$ cat config.mk
export PLATFORM = sky130hd
export DESIGN_NAME = crc32_frame_arbiter
export DESIGN_NICKNAME = d
export VERILOG_FILES = /design/src/rtl/crc32_frame_arbiter.sv
export SDC_FILE = /design/constraint.sdc
export NUM_CORES = 1
export LEC_CHECK = 0
export ABC_AREA = 1
export CORE_ASPECT_RATIO = 1.75
export CORE_MARGIN = 1.5
export CORE_UTILIZATION = 48
export CTS_CLUSTER_DIAMETER = 80
export DETAILED_ROUTE_END_ITERATION = 8
export GPL_TIMING_DRIVEN = 0
export PLACE_DENSITY = 0.9
export SYNTH_ARGS = -nofsm -noshare
export SYNTH_HDL_FRONTEND = slang
export SYNTH_SLANG_ARGS = --single-unit
$ cat constraint.sdc
create_clock -name clk -period 3.8 [get_ports clk]
set_input_delay 0.76 -clock clk [delete_from_list [all_inputs] [get_ports clk]]
set_output_delay 0.76 -clock clk [all_outputs]
set_load 0.03 [all_outputs]
$ cat src/rtl/crc32_frame_arbiter.sv
// rtl/crc32_frame_arbiter.sv - frame-granular round-robin arbiter in front of one shared CRC-32 engine
//
// Ports:
//   clk, rst                  clock, asynchronous active-high reset
//   req_valid/data/last/ready per-requester byte streams (lane i = req_data[8i+7:8i])
//   eng_rst/load/finish/data  registered strobes and data into the CRC engine
//   eng_crc                   serial CRC byte from the engine, most significant byte first
//   res_valid/ready/crc/id    32-bit CRC result tagged with the owning requester
//   busy                      high whenever a frame is in flight or a result is pending
module crc32_frame_arbiter #(
    parameter int NREQ    = 4,
    parameter int IDW     = 2,
    parameter int CRC_LAT = 1
) (
    input  logic                clk,
    input  logic                rst,
    input  logic [NREQ-1:0]     req_valid,
    input  logic [8*NREQ-1:0]   req_data,
    input  logic [NREQ-1:0]     req_last,
    output logic [NREQ-1:0]     req_ready,
    output logic                eng_rst,
    output logic                eng_load,
    output logic                eng_finish,
    output logic [7:0]          eng_data,
    input  logic [7:0]          eng_crc,
    output logic                res_valid,
    input  logic                res_ready,
    output logic [31:0]         res_crc,
    output logic [IDW-1:0]      res_id,
    output logic                busy
);

    localparam int PW = (NREQ > 1) ? $clog2(NREQ) : 1;
    localparam int CW = PW + 1;

    localparam logic [2:0] S_IDLE    = 3'd0;
    localparam logic [2:0] S_ERST    = 3'd1;
    localparam logic [2:0] S_STREAM  = 3'd2;
    localparam logic [2:0] S_FINISH  = 3'd3;
    localparam logic [2:0] S_WAIT    = 3'd4;
    localparam logic [2:0] S_COLLECT = 3'd5;
    localparam logic [2:0] S_RESULT  = 3'd6;

    logic [2:0]    state;
    // grant doubles as the round-robin pointer: the search starts one past it.
    logic [PW-1:0] grant;
    logic [PW-1:0] pick;
    logic          found;
    logic [1:0]    cnt;

    logic          sel_valid;
    logic          sel_last;
    logic [7:0]    sel_data;

    always_comb begin : grant_search
        logic [CW-1:0] cand;
        pick  = '0;
        found = 1'b0;
        cand  = '0;
        for (int i = 1; i <= NREQ; i++) begin
            cand = CW'(grant) + CW'(i);
            if (cand >= CW'(NREQ)) begin
                cand = cand - CW'(NREQ);
            end
            if (!found && req_valid[cand[PW-1:0]]) begin
                found = 1'b1;
                pick  = cand[PW-1:0];
            end
        end
    end

    assign sel_valid = req_valid[grant];
    assign sel_last  = req_last[grant];
    assign sel_data  = req_data[{grant, 3'b000} +: 8];

    // Ready is only offered to the owner while streaming, so it drops in the
    // same cycle the state leaves STREAM after the last byte.
    assign req_ready = (state == S_STREAM) ? (NREQ'(1) << grant) : '0;
    assign busy      = (state != S_IDLE);

    always_ff @(posedge clk or posedge rst) begin
        if (rst) begin
            state      <= S_IDLE;
            grant      <= PW'(NREQ - 1);
            cnt        <= '0;
            eng_rst    <= 1'b0;
            eng_load   <= 1'b0;
            eng_finish <= 1'b0;
            eng_data   <= '0;
            res_valid  <= 1'b0;
            res_crc    <= '0;
            res_id     <= '0;
        end else begin
            eng_rst    <= 1'b0;
            eng_load   <= 1'b0;
            eng_finish <= 1'b0;
            case (state)
                S_IDLE: begin
                    if (found) begin
                        grant   <= pick;
                        res_id  <= IDW'(pick);
                        eng_rst <= 1'b1;
                        state   <= S_ERST;
                    end
                end
                S_ERST: begin
                    state <= S_STREAM;
                end
                S_STREAM: begin
                    if (sel_valid) begin
                        eng_load <= 1'b1;
                        eng_data <= sel_data;
                        if (sel_last) begin
                            state <= S_FINISH;
                        end
                    end
                end
                S_FINISH: begin
                    // Two cycles: the one carrying the last load, then the finish strobe.
                    if (!eng_finish) begin
                        eng_finish <= 1'b1;
                    end else begin
                        cnt   <= '0;
                        state <= (CRC_LAT > 1) ? S_WAIT : S_COLLECT;
                    end
                end
                S_WAIT: begin
                    if (cnt == 2'(CRC_LAT - 2)) begin
                        cnt   <= '0;
                        state <= S_COLLECT;
                    end else begin
                        cnt <= cnt + 2'd1;
                    end
                end
                S_COLLECT: begin
                    res_crc <= {res_crc[23:0], eng_crc};
                    if (cnt == 2'd3) begin
                        res_valid <= 1'b1;
                        state     <= S_RESULT;
                    end else begin
                        cnt <= cnt + 2'd1;
                    end
                end
                S_RESULT: begin
                    if (res_ready) begin
                        res_valid <= 1'b0;
                        state     <= S_IDLE;
                    end
                end
                default: begin
                    state <= S_IDLE;
                end
            endcase
        end
    end

endmodule

======== Yosys cells after proc, flatten, opt, wreduce, memory -nomap -nowiden ========
Cells that the tools add are included.
operators by class
  $add $sub $neg .......................... 9
  order comparisons ....................... 9
  equality and inequality tests ........... 15
  shifts and indexed selects .............. 2
  mux-type cells .......................... 46
  reduce and logical (&&, ||, !) cells .... 15
operators with widths
  cell                 count
  $shiftx 32x6->8      1
  $mux 2               11
  $mux 3               7
  $pmux 3 s7           1
  $mux 1               18
  $ne 2x2->1 const B   8
  $lt 2x3->1 const B   5
  $bmux 1 s2           6
  $ge 3x3->1 const B   4
  $eq 3x3->1 const B   3
  $sub 2x1->2 const B  4
  $reduce_and 7->1     1
  $add 2x2->3 const B  2
  $eq 3x2->1 const B   2
  $pmux 2 s3           1
  $reduce_and 3->1     2
  $reduce_bool 3->1    2
  $mux 4               1
  $reduce_and 2->1     2
  $shl 1x2->4 const A  1
  $add 2x1->3 const B  1
  $add 2x3->3 const B  1
  $eq 3x1->1 const B   1
  $logic_and 1x1->1    3
  other kinds (6)      8
word-level totals
  register bits after elaboration ......... 53
  input bits .............................. 51
  output and inout bits ................... 51
  word-level logic and storage cells ...... 106

======== Longest topological paths before layout ========
Gate-level depths: netlist of the first run.
  word-level depth ........................ 17
  mapped depth ............................ 14
  mapped depth without buffers ............ 11

======== Least setup slack after synthesis of the first run ========
Ideal clock, no wire load.
  path type ............................... reg-to-output
  start point ............................. reg grant[0]
  end point ............................... out req_ready[0]
  arrival time ............................ 1458 ps
  data required time ...................... 3040 ps
  path slack .............................. 1582 ps
  stages on the path, launching flop included .. 8
  buffers on the path ..................... 3
  cells stage by stage .................... dfstp_2 > buf_6 > inv_8 > buf_6 > buf_2 > ha_1 > inv_1 > nor2_1
between the ends
  longest elaborated chain between the ends .. 2
RTL lines
  item                    RTL line  source
  start, declared         46        logic [PW-1:0] grant;
  start signal, assigned  84        grant <= PW'(NREQ - 1);
  start signal, assigned  100       grant <= pick;
  $shl 1x2->4             78        assign req_ready = (state == S_STREAM) ? (NREQ'(1) << grant) : '0;
  $mux 4                  78
  end, declared           20        output logic [NREQ-1:0] req_ready,
Every way passes these cells.

======== Worst setup path after layout of the first run ========
  start point ............................. reg grant[0]
  end point ............................... out req_ready[2]
The elaborated chain is that of the path after synthesis.

==> results.cfg, run 1 <==
[hold_path]
hold_start = eng_finish$_DFF_PP0_
hp-class = reg2reg
min_to = eng_finish$_DFF_PP0_
min_path_cells = 1

[sta]
hold_viol_final = 0
finalMaxSlewViolations = 0
rsz0062_at_grt = false
max_freq_mhz = 328.7
finalCritPeriodShare_pct = 80.06
period_minus_slack_ns = 3.042
worst_pin_slew_ns = 0.4573
tns_ns = 0
fin_skew_ns = 0.01537
setup_viol = 0
holdWs_ns = 0.4632
slew_headroom_pct = 69.51

[route]
met2_length_microns = 4233
drt_drc_violations_left = 0
finalWirelength_microns = 7353
post_drt_wl_per_cell_microns = 13.67
wl_met3_microns = 386
drtIter0Drc = 135
firstDrtPassIters = 4
vias = 2663
ant_nets = 0
wl_met1_microns = 2622
avgViaCountPerCell = 4.950
top_layer_used = met4

[setup_path]
critPathMostFrequentCell = buf_6
path_cells = buf_6, inv_8, buf_6, buf_2, ha_1, inv_1, nor2_1, clkdlybuf4s50_1
max_stage_delay_ns = 0.59
crit_buf_inv = 6
cp_max_fo = 11
crit_type = reg2out
start_kind = register
critPathRequiredTime_ns = 3.04
critPathCaptureType = primary output
reg2reg_setup_slack_ns = 1.44
r2r_start = grant[0]$_DFFE_PP1P_
crit_family = buffers and inverters
r2r-end = res_id[1]$_DFFE_PP0P_
cp.arrival_ns = 2.28
r2r_cells = 14
cp_slowest_cell = clkdlybuf4s50_1

[clock_network]
clk_latency_ns = 0.31
cts_htree_levels = 2
clk_pin_slew_ns = 0.10
cts_root_buffer = clkbuf_8
cts_setup_buffers = 0
clock_sinks = 53
numCtsBuffers = 5
clockBufferDepth = 2
cts_tree = yes
cts_resized = 0
holdBufCountCts = 0

[yosys]
ys_seq_area_share_pct = 48.65
synthCells = 352
ys_warn_count = 0
synth_nets = 408
synth.distinct_cells = 28
syn_area_sq_um = 2731
synth.avg_cell_area_sq_um = 7.760
ys_ff_latch = 53

[cells_and_area]
diodes = 0
layout_common_cells = nand2_1 (112), clkdlybuf4s50_1 (101), dfrtp_1 (51)
drive_above_1_share_pct = 8.658
mostFrequentLayoutCell = nand2_1
fin_nets = 517
area_growth_pct = 45.58

[global_route]
grt_pass1_wl_microns = 12000
gr-total-overflow = 0
grt_max_degree = 35
grt_use_total_pct = 25.53
grt_pass1_vias = 2748
antenna_found_initial = 0

[outcome]
status = finished clean

[floorplanning]
start_util_pct = 49.30
rows = 36
io_pins = 102
core-area_sq_um = 5540
fp.dieArea_sq_um = 6170
fp.dieW_microns = 60.03
fp.dieH_microns = 102.8

[flow_run]
max-cap-violations = 0

[power]
ir_drop_mv = 0.6494
p_leak_nw = 1.900
powerDensity_nw_per_um2 = 886.0

[placed_design]
dp_hpwl_microns = 5799
gp_congestion = 0.8538
numPortBuffers = 101
==> how the worst max path moves through the flow <==
stage                        endpoint  depth (start not counted)                 start
finish                   req_ready[2]                          8  grant[0]$_DFFE_PP1P_
global route             req_ready[0]                          8  grant[0]$_DFFE_PP1P_
detailed placement       req_ready[0]                          8  grant[0]$_DFFE_PP1P_
floorplan                req_ready[0]                          7  grant[0]$_DFFE_PP1P_
global placement    eng_rst$_DFF_PP0_                          2                   rst
CTS                      req_ready[2]                          8  grant[0]$_DFFE_PP1P_
==> layer usage <==
metal	vias to the layer above	global-route usage, %
met3	12	5.144
met5	-	0
met4	0	7.692
met2	80	51.09
li1	1331	-
met1	1240	24.69
==> layout make-up <==
| type | count | area, sq um |
|---|---|---|
| plain buffers | 13 | 72.57 |
| inverters | 43 | 168.9 |
| flip-flops and latches | 53 | 1329 |
| clock inverters | 3 | 50.05 |
| multi-input cells | 243 | 1161 |
| clock buffers | 5 | 68.82 |
| fillers | 438 | 1564 |
| repair buffers | 102 | 1031 |
| well taps | 76 | 95.09 |
==> synth_stat cells <==
cell type / count / share of area [%]
inv_1: 40 / 5.5
nand4_1: 4 / 0.92
nor2_4: 3 / 1.2
nand2_4: 2 / 0.82
inv_2: 2 / 0.27
o21a_1: 1 / 0.27
dfstp_2: 2 / 1.9
nor2_2: 2 / 0.46
dfrtp_1: 51 / 47
o31ai_1: 1 / 0.27
o211ai_1: 1 / 0.27
a21oi_4: 1 / 0.60
a21oi_1: 1 / 0.18
nand3b_1: 1 / 0.27
nor3_1: 1 / 0.18
o21ai_1: 1 / 0.18
nor2_1: 28 / 3.8
buf_2: 7 / 1.3
nand2_1: 112 / 15
a211oi_1: 1 / 0.27
nand3_1: 14 / 2.6
nand2_2: 8 / 1.8
o22ai_1: 8 / 1.8
ha_1: 5 / 2.3
clkbuf_1: 4 / 0.55
o21ai_0: 48 / 8.8
inv_8: 1 / 0.41
buf_6: 2 / 0.82
==> state kept, by name, indices dropped and copies added (netlist names), 2 cells and up <==
signal,count
res_crc,32
cnt,2
state,3
grant,2
res_id,2
eng_data,8
==> report_power, final <==
group	internal, mW	switching [mW]
Combinational	0.807	1.31
Clock	0.202	0.195
Sequential	0.825	0.181
Total	1.83	1.69
==> cell families after synthesis <==
group	Yosys count	share of synthesized area, %
compound gates	63	12.69
fa+ha+maj	5	2.290
buf+inv	56	8.841
simple gates	175	27.53
flops	53	48.65
==> through the flow <==
stage	cell area (sq um)	util (%)	std cells	total power, mW	setup WS, ns
after global routing	3976	71.77	538	3.785	0.6166
after CTS	3976	71.77	538	3.549	0.7331
after detailed placement	3857	69.63	530	3.135	1.082
after floorplan	2731	-	352	2.353	1.582
after global placement	3837	69.26	529	3.070	0.9001
final	3976	71.77	538	3.523	0.7577
==> worst register-to-register path, stage by stage, from the launching register on <==
cell     delay (ns)
dfstp_2        0.57
buf_6          0.15
inv_8          0.06
buf_6          0.13
buf_2          0.19
ha_1           0.35
inv_1          0.08
nand3_1        0.12
nand2_2        0.09
inv_1          0.10
nand4_1        0.10
nand2_2        0.14
inv_1          0.07
nand2_1        0.09
nand2_1        0.05
Power figures use the tool's default switching activity.
==> inputs of run 2 (changes only) <==
--- a/config.mk
+++ b/config.mk
@@ -8,11 +8,11 @@
 export ABC_AREA = 1
 export CORE_ASPECT_RATIO = 1.75
 export CORE_MARGIN = 1.5
-export CORE_UTILIZATION = 48
+export CORE_UTILIZATION = 40
 export CTS_CLUSTER_DIAMETER = 80
 export DETAILED_ROUTE_END_ITERATION = 8
 export GPL_TIMING_DRIVEN = 0
-export PLACE_DENSITY = 0.9
+export PLACE_DENSITY = 0.8
 export SYNTH_ARGS = -nofsm -noshare
 export SYNTH_HDL_FRONTEND = slang
 export SYNTH_SLANG_ARGS = --single-unit
==> constraint.sdc (replaced) <==
create_clock -name clk -period 2.61 [get_ports clk]
set_input_delay 0.522 -clock clk [delete_from_list [all_inputs] [get_ports clk]]
set_output_delay 0.522 -clock clk [all_outputs]
set_load 0.03 [all_outputs]
==> run 2 against run 1 <==
Effect of this change: clock-buffer cell count up 3; cell area is 0.69% higher; power rose by 48%; global-route usage decreased by 3.6 points; hold slack improved by 0.0095 ns; die area rose by 19%; wire length grew 2.0%; critical path type unchanged; first-iteration DRC count fell by 33%.
==> results.cfg, run 2 (synthesis gave the netlist of run 1 again) <==
[outcome]
status = finished clean

[global_route]
grt_max_degree = 36
grt_pass1_wl_microns = 12560
grt_pass1_vias = 2746
antenna_found_initial = 0
gr-total-overflow = 0
grt_use_total_pct = 21.92

[cells_and_area]
regMostFlops = res_crc
fillCellCount = 598
largest_reg_flops = 32
diodes = 0
fin_util_pct = 60.78
fin_area_sq_um = 4004
mostFrequentLayoutCell = nand2_1
drive_above_1_share_pct = 8.658
reg.largest.list = res_crc x32, eng_data x8, state x3
area_growth_pct = 46.59
final_cells = 544
layout_common_cells = nand2_1 (112), clkdlybuf4s50_1 (98), dfrtp_1 (51)
fin_nets = 517

[clock_network]
clockBufferDepth = 2
cts_setup_buffers = 0
numCtsBuffers = 5
cts_htree_levels = 2
clk_pin_slew_ns = 0.06
clk_latency_ns = 0.29
cts_resized = 2
cts_root_buffer = clkbuf_16
holdBufCountCts = 0
clock_sinks = 53
cts_tree = yes

[route]
drtIter0Drc = 90
avgViaCountPerCell = 4.914
ant_nets = 0
finalWirelength_microns = 7503
post_drt_wl_per_cell_microns = 13.79
firstDrtPassIters = 4
vias = 2673
drt_drc_violations_left = 0

[sta]
worst_pin_slew_ns = 0.4345
finalCritPeriodShare_pct = 95.76
slew_headroom_pct = 70.99
period_minus_slack_ns = 2.499
fin_skew_ns = 0.004773
rsz0062_at_grt = false
finalMaxSlewViolations = 0
max_freq_mhz = 400.1
setup_viol = 0
tns_ns = 0
hold_viol_final = 0

[setup_path]
critPathRequiredTime_ns = 2.09
path_cells = inv_1, nand2_1, nor2_4, inv_1, nor2_1, clkdlybuf4s50_1
cp_max_fo = 6
critPathCaptureType = primary output
critPathMostFrequentCell = inv_1
cp_slowest_cell = clkdlybuf4s50_1
r2r_cells = 14
cp.arrival_ns = 1.98
start_kind = register
crit_type = reg2out
max_stage_delay_ns = 0.67

[hold_path]
hp-class = reg2reg
min_path_cells = 1

[placed_design]
dp_hpwl_microns = 5858
place_inst = 536
numPortBuffers = 101
gp_congestion = 0.8113
post_dp_cell_area_sq_um = 3865

[power]
powerDensity_nw_per_um2 = 1302
p_leak_nw = 1.931
ir_drop_mv = 0.8822

[floorplanning]
fp.dieArea_sq_um = 7353
core-area_sq_um = 6588
fp.dieW_microns = 65.47
io_pins = 102
rows = 39
fp.dieH_microns = 112.3
start_util_pct = 41.46

[flow_run]
max-cap-violations = 0
## run 2: cell type report
cell class | instances | area, sq um | area share, %
multi-input combinational | 243 | 1161 | 29.00
timing repair buffer | 102 | 1023 | 25.56
inverter | 43 | 168.9 | 4.219
buffer | 13 | 72.57 | 1.812
sequential | 53 | 1329 | 33.19
tap | 82 | 102.6 | 2.562
clock buffer | 8 | 146.4 | 3.656
## run 2: worst paths after layout
check	startpoint	endpoint	slack (ns)
worst max-delay path	state[2]$_DFFE_PP0P_	req_ready[3]	0.11
worst min-delay path	eng_finish$_DFF_PP0_	eng_finish$_DFF_PP0_	0.47
worst max register to register	grant[0]$_DFFE_PP1P_	res_id[1]$_DFFE_PP0P_	0.23
worst min register to register	eng_finish$_DFF_PP0_	eng_finish$_DFF_PP0_	0.47
max in group asynchronous	rst	res_crc[8]$_DFFE_PP0P_	1.53
min in group asynchronous	rst	res_crc[10]$_DFFE_PP0P_	0.55
## run 2: report_power, final
part,switching (mW),internal (mW),total (mW)
logic,1.92,1.17,3.09
clock network,0.271,0.383,0.654
registers,0.261,1.20,1.46
## run 2: per-stage QoR
| stage | setup slack (ns) | total power, mW | hold WS, ns |
|---|---|---|---|
| global placement | -0.09932 | 4.483 | 0.4542 |
| detailed placement | 0.1270 | 4.577 | 0.4680 |
| finish | 0.1106 | 5.212 | 0.4727 |
| global route | 0.01837 | 5.603 | 0.4944 |
| CTS | 0.02075 | 5.257 | 0.4742 |
| floorplan | 0.5236 | 3.426 | 0.4570 |
## run 2: worst max-delay path: cells and delay by family, from the launching register on
| family | cells | cell delay, ns |
|---|---|---|
| buf+inv | 3 | 0.90 |
| flops | 1 | 0.44 |
| simple gates | 3 | 0.34 |
## run 2: layer usage
metal / GRT usage, % / routed length (microns)
met2: 39.80 / 4014
met5: 0 / 0
met4: 11.25 / 259
met3: 4.910 / 429
met1: 22.81 / 2799
